==> src/rtl/led_fade_pwm_pkg.sv <==
// Shared definitions for the LED fade PWM block: per-channel fade state encoding.
package led_fade_pwm_pkg;

  typedef enum logic [1:0] {
    ST_OFF  = 2'd0,
    ST_UP   = 2'd1,
    ST_ON   = 2'd2,
    ST_DOWN = 2'd3
  } fade_state_e;

endpackage

==> src/rtl/led_fade_pwm_channel.sv <==
// One LED channel: fade FSM, saturating duty register, PWM comparator and
// registered PWM/BUSY drive.
module led_fade_channel
  import led_fade_pwm_pkg::*;
#(
  parameter int PWM_BITS  = 8,
  parameter int RAMP_STEP = 1
) (
  input  logic                CLOCK,
  input  logic                RESET,
  input  logic                STEP,
  input  logic [PWM_BITS-1:0] PWM_CNT,
  input  logic                REQ,
  output logic                PWM,
  output logic                BUSY
);

  localparam logic [PWM_BITS:0] STEP_W = (PWM_BITS+1)'(RAMP_STEP);

  // Carry out of the widened sum means the result passed MAX.
  function automatic logic [PWM_BITS-1:0] sat_add(input logic [PWM_BITS-1:0] d);
    logic [PWM_BITS:0] s;
    s = {1'b0, d} + STEP_W;
    return s[PWM_BITS] ? '1 : s[PWM_BITS-1:0];
  endfunction

  function automatic logic [PWM_BITS-1:0] sat_sub(input logic [PWM_BITS-1:0] d);
    logic signed [PWM_BITS:0] s;
    s = $signed({1'b0, d}) - $signed(STEP_W);
    return s[PWM_BITS] ? '0 : s[PWM_BITS-1:0];
  endfunction

  fade_state_e         state_p0, state_nxt;
  logic [PWM_BITS-1:0] duty_p0, duty_nxt;
  logic                pwm_nxt, busy_nxt;

  // Stage p0: state and duty registers
  always_ff @(posedge CLOCK) begin
    if (RESET) begin
      state_p0 <= ST_OFF;
      duty_p0  <= '0;
    end else begin
      state_p0 <= state_nxt;
      duty_p0  <= duty_nxt;
    end
  end

  // Duty follows the current state on a step; a request reversal wins over completion.
  always_comb begin
    state_nxt = state_p0;
    duty_nxt  = duty_p0;
    case (state_p0)
      ST_OFF: begin
        duty_nxt = '0;
        if (REQ) state_nxt = ST_UP;
      end
      ST_UP: begin
        if (STEP) duty_nxt = sat_add(duty_p0);
        if (!REQ) state_nxt = ST_DOWN;
        else if (STEP && (duty_nxt == '1)) state_nxt = ST_ON;
      end
      ST_ON: begin
        duty_nxt = '1;
        if (!REQ) state_nxt = ST_DOWN;
      end
      ST_DOWN: begin
        if (STEP) duty_nxt = sat_sub(duty_p0);
        if (REQ) state_nxt = ST_UP;
        else if (STEP && (duty_nxt == '0)) state_nxt = ST_OFF;
      end
      default: state_nxt = ST_OFF;
    endcase
  end

  always_comb begin
    pwm_nxt  = 1'b0;
    busy_nxt = 1'b0;
    case (state_p0)
      ST_ON: pwm_nxt = 1'b1;
      ST_UP, ST_DOWN: begin
        pwm_nxt  = (PWM_CNT < duty_p0);
        busy_nxt = 1'b1;
      end
      default: ;
    endcase
  end

  // Stage p1: registered pin drive
  always_ff @(posedge CLOCK) begin
    if (RESET) begin
      PWM  <= 1'b0;
      BUSY <= 1'b0;
    end else begin
      PWM  <= pwm_nxt;
      BUSY <= busy_nxt;
    end
  end

endmodule

==> src/rtl/led_fade_pwm.sv <==
// LED fade PWM top: shared PWM period counter and ramp-step divider feeding
// independent per-channel fade engines.
module led_fade_pwm
  import led_fade_pwm_pkg::*;
#(
  parameter int CHANNELS  = 2,
  parameter int PWM_BITS  = 8,
  parameter int RAMP_STEP = 1,
  parameter int STEP_DIV  = 4
) (
  input  logic                CLOCK,
  input  logic                RESET,
  input  logic                TICK,
  input  logic [CHANNELS-1:0] LED_REQ,
  output logic [CHANNELS-1:0] LED_PWM,
  output logic [CHANNELS-1:0] BUSY
);

  localparam int              SC_W    = (STEP_DIV > 1) ? $clog2(STEP_DIV) : 1;
  localparam logic [SC_W-1:0] SC_LAST = SC_W'(STEP_DIV - 1);

  logic [PWM_BITS-1:0] pwm_cnt_p0;
  logic [SC_W-1:0]     step_cnt_p0;
  logic [CHANNELS-1:0] req_p0;
  logic                wrap, step;

  assign wrap = TICK && (pwm_cnt_p0 == '1);
  assign step = wrap && (step_cnt_p0 == SC_LAST);

  // Stage p0: shared timebase and request capture
  always_ff @(posedge CLOCK) begin
    if (RESET) begin
      pwm_cnt_p0  <= '0;
      step_cnt_p0 <= '0;
      req_p0      <= '0;
    end else begin
      req_p0 <= LED_REQ;
      if (TICK) pwm_cnt_p0 <= pwm_cnt_p0 + 1'b1;
      if (wrap) step_cnt_p0 <= (step_cnt_p0 == SC_LAST) ? '0 : step_cnt_p0 + 1'b1;
    end
  end

  for (genvar c = 0; c < CHANNELS; c++) begin : g_ch
    led_fade_channel #(
      .PWM_BITS (PWM_BITS),
      .RAMP_STEP(RAMP_STEP)
    ) u_ch (
      .CLOCK  (CLOCK),
      .RESET  (RESET),
      .STEP   (step),
      .PWM_CNT(pwm_cnt_p0),
      .REQ    (req_p0[c]),
      .PWM    (LED_PWM[c]),
      .BUSY   (BUSY[c])
    );
  end

endmodule

==> config.mk <==
export PLATFORM = sky130hd
export DESIGN_NAME = led_fade_pwm
export DESIGN_NICKNAME = d
export VERILOG_FILES = /design/src/rtl/led_fade_pwm_pkg.sv /design/src/rtl/led_fade_pwm_channel.sv /design/src/rtl/led_fade_pwm.sv
export SDC_FILE = /design/constraint.sdc
export NUM_CORES = 1
export LEC_CHECK = 0
export CAP_MARGIN = 15
export CORE_ASPECT_RATIO = 0.7
export CORE_MARGIN = 1
export CORE_UTILIZATION = 30
export DETAILED_ROUTE_END_ITERATION = 10
export PLACE_DENSITY_LB_ADDON = 0.2
export SLEW_MARGIN = 15
export SYNTH_ARGS = -nofsm -noshare
export SYNTH_HDL_FRONTEND = slang
export SYNTH_HIERARCHICAL = 1
export SYNTH_SLANG_ARGS = --single-unit
export TNS_END_PERCENT = 10
==> constraint.sdc <==
create_clock -name CLOCK -period 2.9 [get_ports CLOCK]
set_clock_uncertainty 0.1 [all_clocks]
set_input_delay 0.435 -clock CLOCK [delete_from_list [all_inputs] [get_ports CLOCK]]
set_output_delay 0.435 -clock CLOCK [all_outputs]
set_load 0.005 [all_outputs]
==> load_flow_metrics.sql, run 1 <==
INSERT INTO impl_metrics (metric_group, metric, value, unit) VALUES
('synth', 'synthesis.instances', '400', ''),
('clock_tree', 'cts_buffers', '5', ''),
('final_layout', 'area.growth.synth_to_final', '22.61', '%'),
('synth', 'asyncSetResetFlopFracSynth', '0', ''),
('placed_design', 'place.gp.congestion', '0.8819', ''),
('die', 'initial_util', '0.3151', ''),
('worst_setup_path', 'timing.rr.end', 'g_ch[1].u_ch/state_p0[0]$_SDFFE_PP0P_', ''),
('synth', 'yosys.cell_types.count', '61', ''),
('clock_tree', 'worst_skew_late_latency', '280', 'ps'),
('run_status', 'run_status', 'complete, no violations', ''),
('sta', 'worst_pin_slew', '519.6', 'ps'),
('synth', 'synth_fp_nets', '435', ''),
('worst_setup_path', 'worst_setup_path_end_kind', 'flop', ''),
('global_routing', 'antenna_found_initial', '0', ''),
('worst_setup_path', 'critPathTopFamily', 'simple AND/OR/NAND/NOR gates', ''),
('hold_path', 'hold_path_startpoint', 'step_cnt_p0[0]$_SDFFE_PP0P_', ''),
('sta', 'post-route-period-util', '0.9381', ''),
('clock_tree', 'cts.reportedPaths.clkPinSlew', '60', 'ps'),
('worst_setup_path', 'cp_slowest_cell', 'or4b_4', ''),
('power', 'power.static_leakage', '1.460', 'nW'),
('clock_tree', 'max-clock-path-buffers', '2', ''),
('worst_setup_path', 'crit_type', 'flop to flop', ''),
('global_routing', 'grt_max_degree', '19', ''),
('hold_path', 'worst_hold_path.num_cells', '2', ''),
('sta', 'fin_tns_setup', '0', 'ps'),
('synth', 'yosys.area.top_type', 'dfxtp_1', ''),
('synth', 'synth_top_flop_cell', 'dfxtp_1', ''),
('power', 'max-vdd-ir-drop', '0.0003350', 'V'),
('routing', 'route.vias.total', '3065', ''),
('sta', 'report.final.hold_viol_count', '0', ''),
('sta', 'achievable-frequency', '367.6', 'MHz'),
('clock_tree', 'clock_tree.root_cell', 'clkbuf_16', ''),
('synth', 'ys_top_cells_by_area', 'dfxtp_1 (23%), ha_1 (12%), a21oi_1 (5.3%)', ''),
('final_layout', 'layout.filler_cells', '1026', ''),
('worst_setup_path', 'cp.depth', '10', ''),
('global_routing', 'grt_pass1_vias', '2840', ''),
('power', 'power_density_normalized_to_cell_area', '490.2', 'mW/mm2'),
('worst_setup_path', 'critPathMaxFanout', '7', ''),
('synth', 'synth-seq-cells', '36', ''),
('synth', 'mappedNetlistArea', '0.003110', 'mm2'),
('die', 'rows', '30', ''),
('routing', 'route.detailed.vias_per_inst', '5.454', ''),
('synth', 'yosysWarningCount', '6', ''),
('routing', 'drt-pass1-iter-count', '5', ''),
('placed_design', 'buffer_ports.inserted', '8', ''),
('synth', 'synth-seq-area-share', '0.2317', ''),
('worst_setup_path', 'ff2ff_path_depth', '10', ''),
('clock_tree', 'number_of_h_tree_branching_levels', '2', ''),
('sta', 'worst_slew_margin_rel', '0.6536', ''),
('hold_path', 'min_to', 'step_cnt_p0[0]$_SDFFE_PP0P_', ''),
('clock_tree', 'cts_tree', 'yes', ''),
('hold_path', 'min-delay-path-class', 'flop to flop', ''),
('final_layout', 'final_layout_size_suffix_gt1_frac', '0.1935', ''),
('worst_setup_path', 'worstReg2RegStart', 'pwm_cnt_p0[0]$_SDFFE_PP0P_', ''),
('die', 'die_area', '0.01079', 'mm2'),
('routing', 'drcViolationCount', '0', ''),
('worst_setup_path', 'cp_num_buf_inv', '0', ''),
('routing', 'routedWlPerCell', '15.47', 'um'),
('synth', 'synthMostInstantiatedCell', 'nor2_1', ''),
('flow_run', 'timing.max_cap.violations', '0', ''),
('worst_setup_path', 'worst_ep_arrival_time', '2830', 'ps'),
('clock_tree', 'total_number_of_clock_tree_sinks', '36', ''),
('final_layout', 'num_antenna_cells', '0', ''),
('worst_setup_path', 'cpPeakStageDelay', '520', 'ps'),
('sta', 'rsz0062_at_grt', 'no', ''),
('routing', 'drtAntennaViolNets', '0', ''),
('synth', 'synth_top_cell_area_share', '0.2317', ''),
('sta', 'setup_viol', '0', ''),
('global_routing', 'groute.usage.overall', '0.1759', ''),
('final_layout', 'num-nets-final', '468', ''),
('worst_setup_path', 'critPathLaunchType', 'flop', '');
## layout make-up
type                       instances  area, um2  area share
multi-input combinational        314       2236      0.5863
sequential                        36      723.2      0.1896
timing repair buffer              55      469.2      0.1230
tap                              128      160.2     0.04199
clock buffer                       8      146.4     0.03839
inverter                          21      78.83     0.02067
## what timing repair did
action / 4_1_cts / 5_1_grt
resized for setup: 4 / 10
hold buffers: 0 / 0
endpoints found under the setup margin: 4 / 4
buffers inserted: 1 / 1
cloned: 1 / 0
pin swaps: 6 / 9
## cells in the final DEF (no fill, tap or decap), drive strengths merged, types with 8 or more instances in the layout
cell type  count
a21oi         34
clkbuf         8
a21o          10
nand3         13
nand2         27
nor3           9
inv           20
buf           46
nand4         10
xnor2         15
mux2i          9
a31oi          8
nor2          41
o21ai         17
dfxtp         36
or3            9
ha            30
## per-stage QoR
step / instances / cell area (um2) / hold slack, ps / setup slack [ps] / util
final: 562 / 3814 / 393.5 / 179.4 / 0.3863
after global routing: 562 / 3814 / 433.6 / 27.74 / 0.3863
after detailed placement: 551 / 3562 / 386.1 / -385.7 / 0.3608
after CTS: 561 / 3754 / 395.4 / 50.92 / 0.3802
after global placement: 551 / 3562 / 366.5 / -254.7 / 0.3608
after floorplan: 400 / 3118 / 357.5 / 25.71 / -
## cell families (layout without fill, tap and decap cells)
logic type | Yosys count | after routing | share of synthesized area
mux | 9 | 9 | 0.02896
fa+ha+maj | 30 | 30 | 0.1207
flops | 36 | 36 | 0.2317
xor+xnor | 18 | 18 | 0.05069
simple gates | 155 | 155 | 0.2832
compound gates | 102 | 102 | 0.2148
buf+inv | 50 | 84 | 0.06999
## state kept, by name, indices dropped and copies added, names as in the netlist
signal	count
g_ch.u_ch/BUSY	2
g_ch.u_ch/PWM	2
pwm_cnt_p0	8
req_p0	2
g_ch.u_ch/duty_p0	16
step_cnt_p0	2
g_ch.u_ch/state_p0	4
## worst register-to-register path, cell delays in order (launching register included)
cell,delay (ps)
dfxtp_2,350
ha_4,140
and4_4,210
and3_4,270
or4b_4,520
nor3_2,150
xnor2_1,160
a21oi_2,70
a2111oi_2,290
o22a_2,210
mux2i_1,200
## where the power goes
group          switching [mW]  internal [mW]
sequential             0.0791          0.556
combinational           0.386          0.297
clock                   0.209          0.343
## worst max-delay path by stage
| stage | end | slack (ps) | start |
|---|---|---|---|
| detailed placement | g_ch[1].u_ch/state_p0[0]$_SDFFE_PP0P_ | -390 | TICK |
| finish | g_ch[1].u_ch/state_p0[0]$_SDFFE_PP0P_ | 180 | pwm_cnt_p0[0]$_SDFFE_PP0P_ |
| floorplan | g_ch[1].u_ch/state_p0[0]$_SDFFE_PP0P_ | 30 | pwm_cnt_p0[1]$_SDFFE_PP0P_ |
| global placement | g_ch[1].u_ch/state_p0[0]$_SDFFE_PP0P_ | -250 | TICK |
| global route | g_ch[0].u_ch/state_p0[1]$_SDFFE_PP0P_ | 30 | pwm_cnt_p0[0]$_SDFFE_PP0P_ |
| CTS | g_ch[0].u_ch/state_p0[1]$_SDFFE_PP0P_ | 50 | pwm_cnt_p0[0]$_SDFFE_PP0P_ |
## metal layers
metal	wire length, um	track usage
met5	0	0
met4	111	0.04929
met3	445	0.03599
met2	3296	0.2268
met1	4841	0.2806
No activity file was read; power rests on OpenSTA's default activity.
==> inputs of run 2 (changes only) <==
Settings changed: CTS_CLUSTER_DIAMETER set to 30.
==> results of run 2 <==
Same layout as run 1: the final DEF is identical, and so are final timing and power.
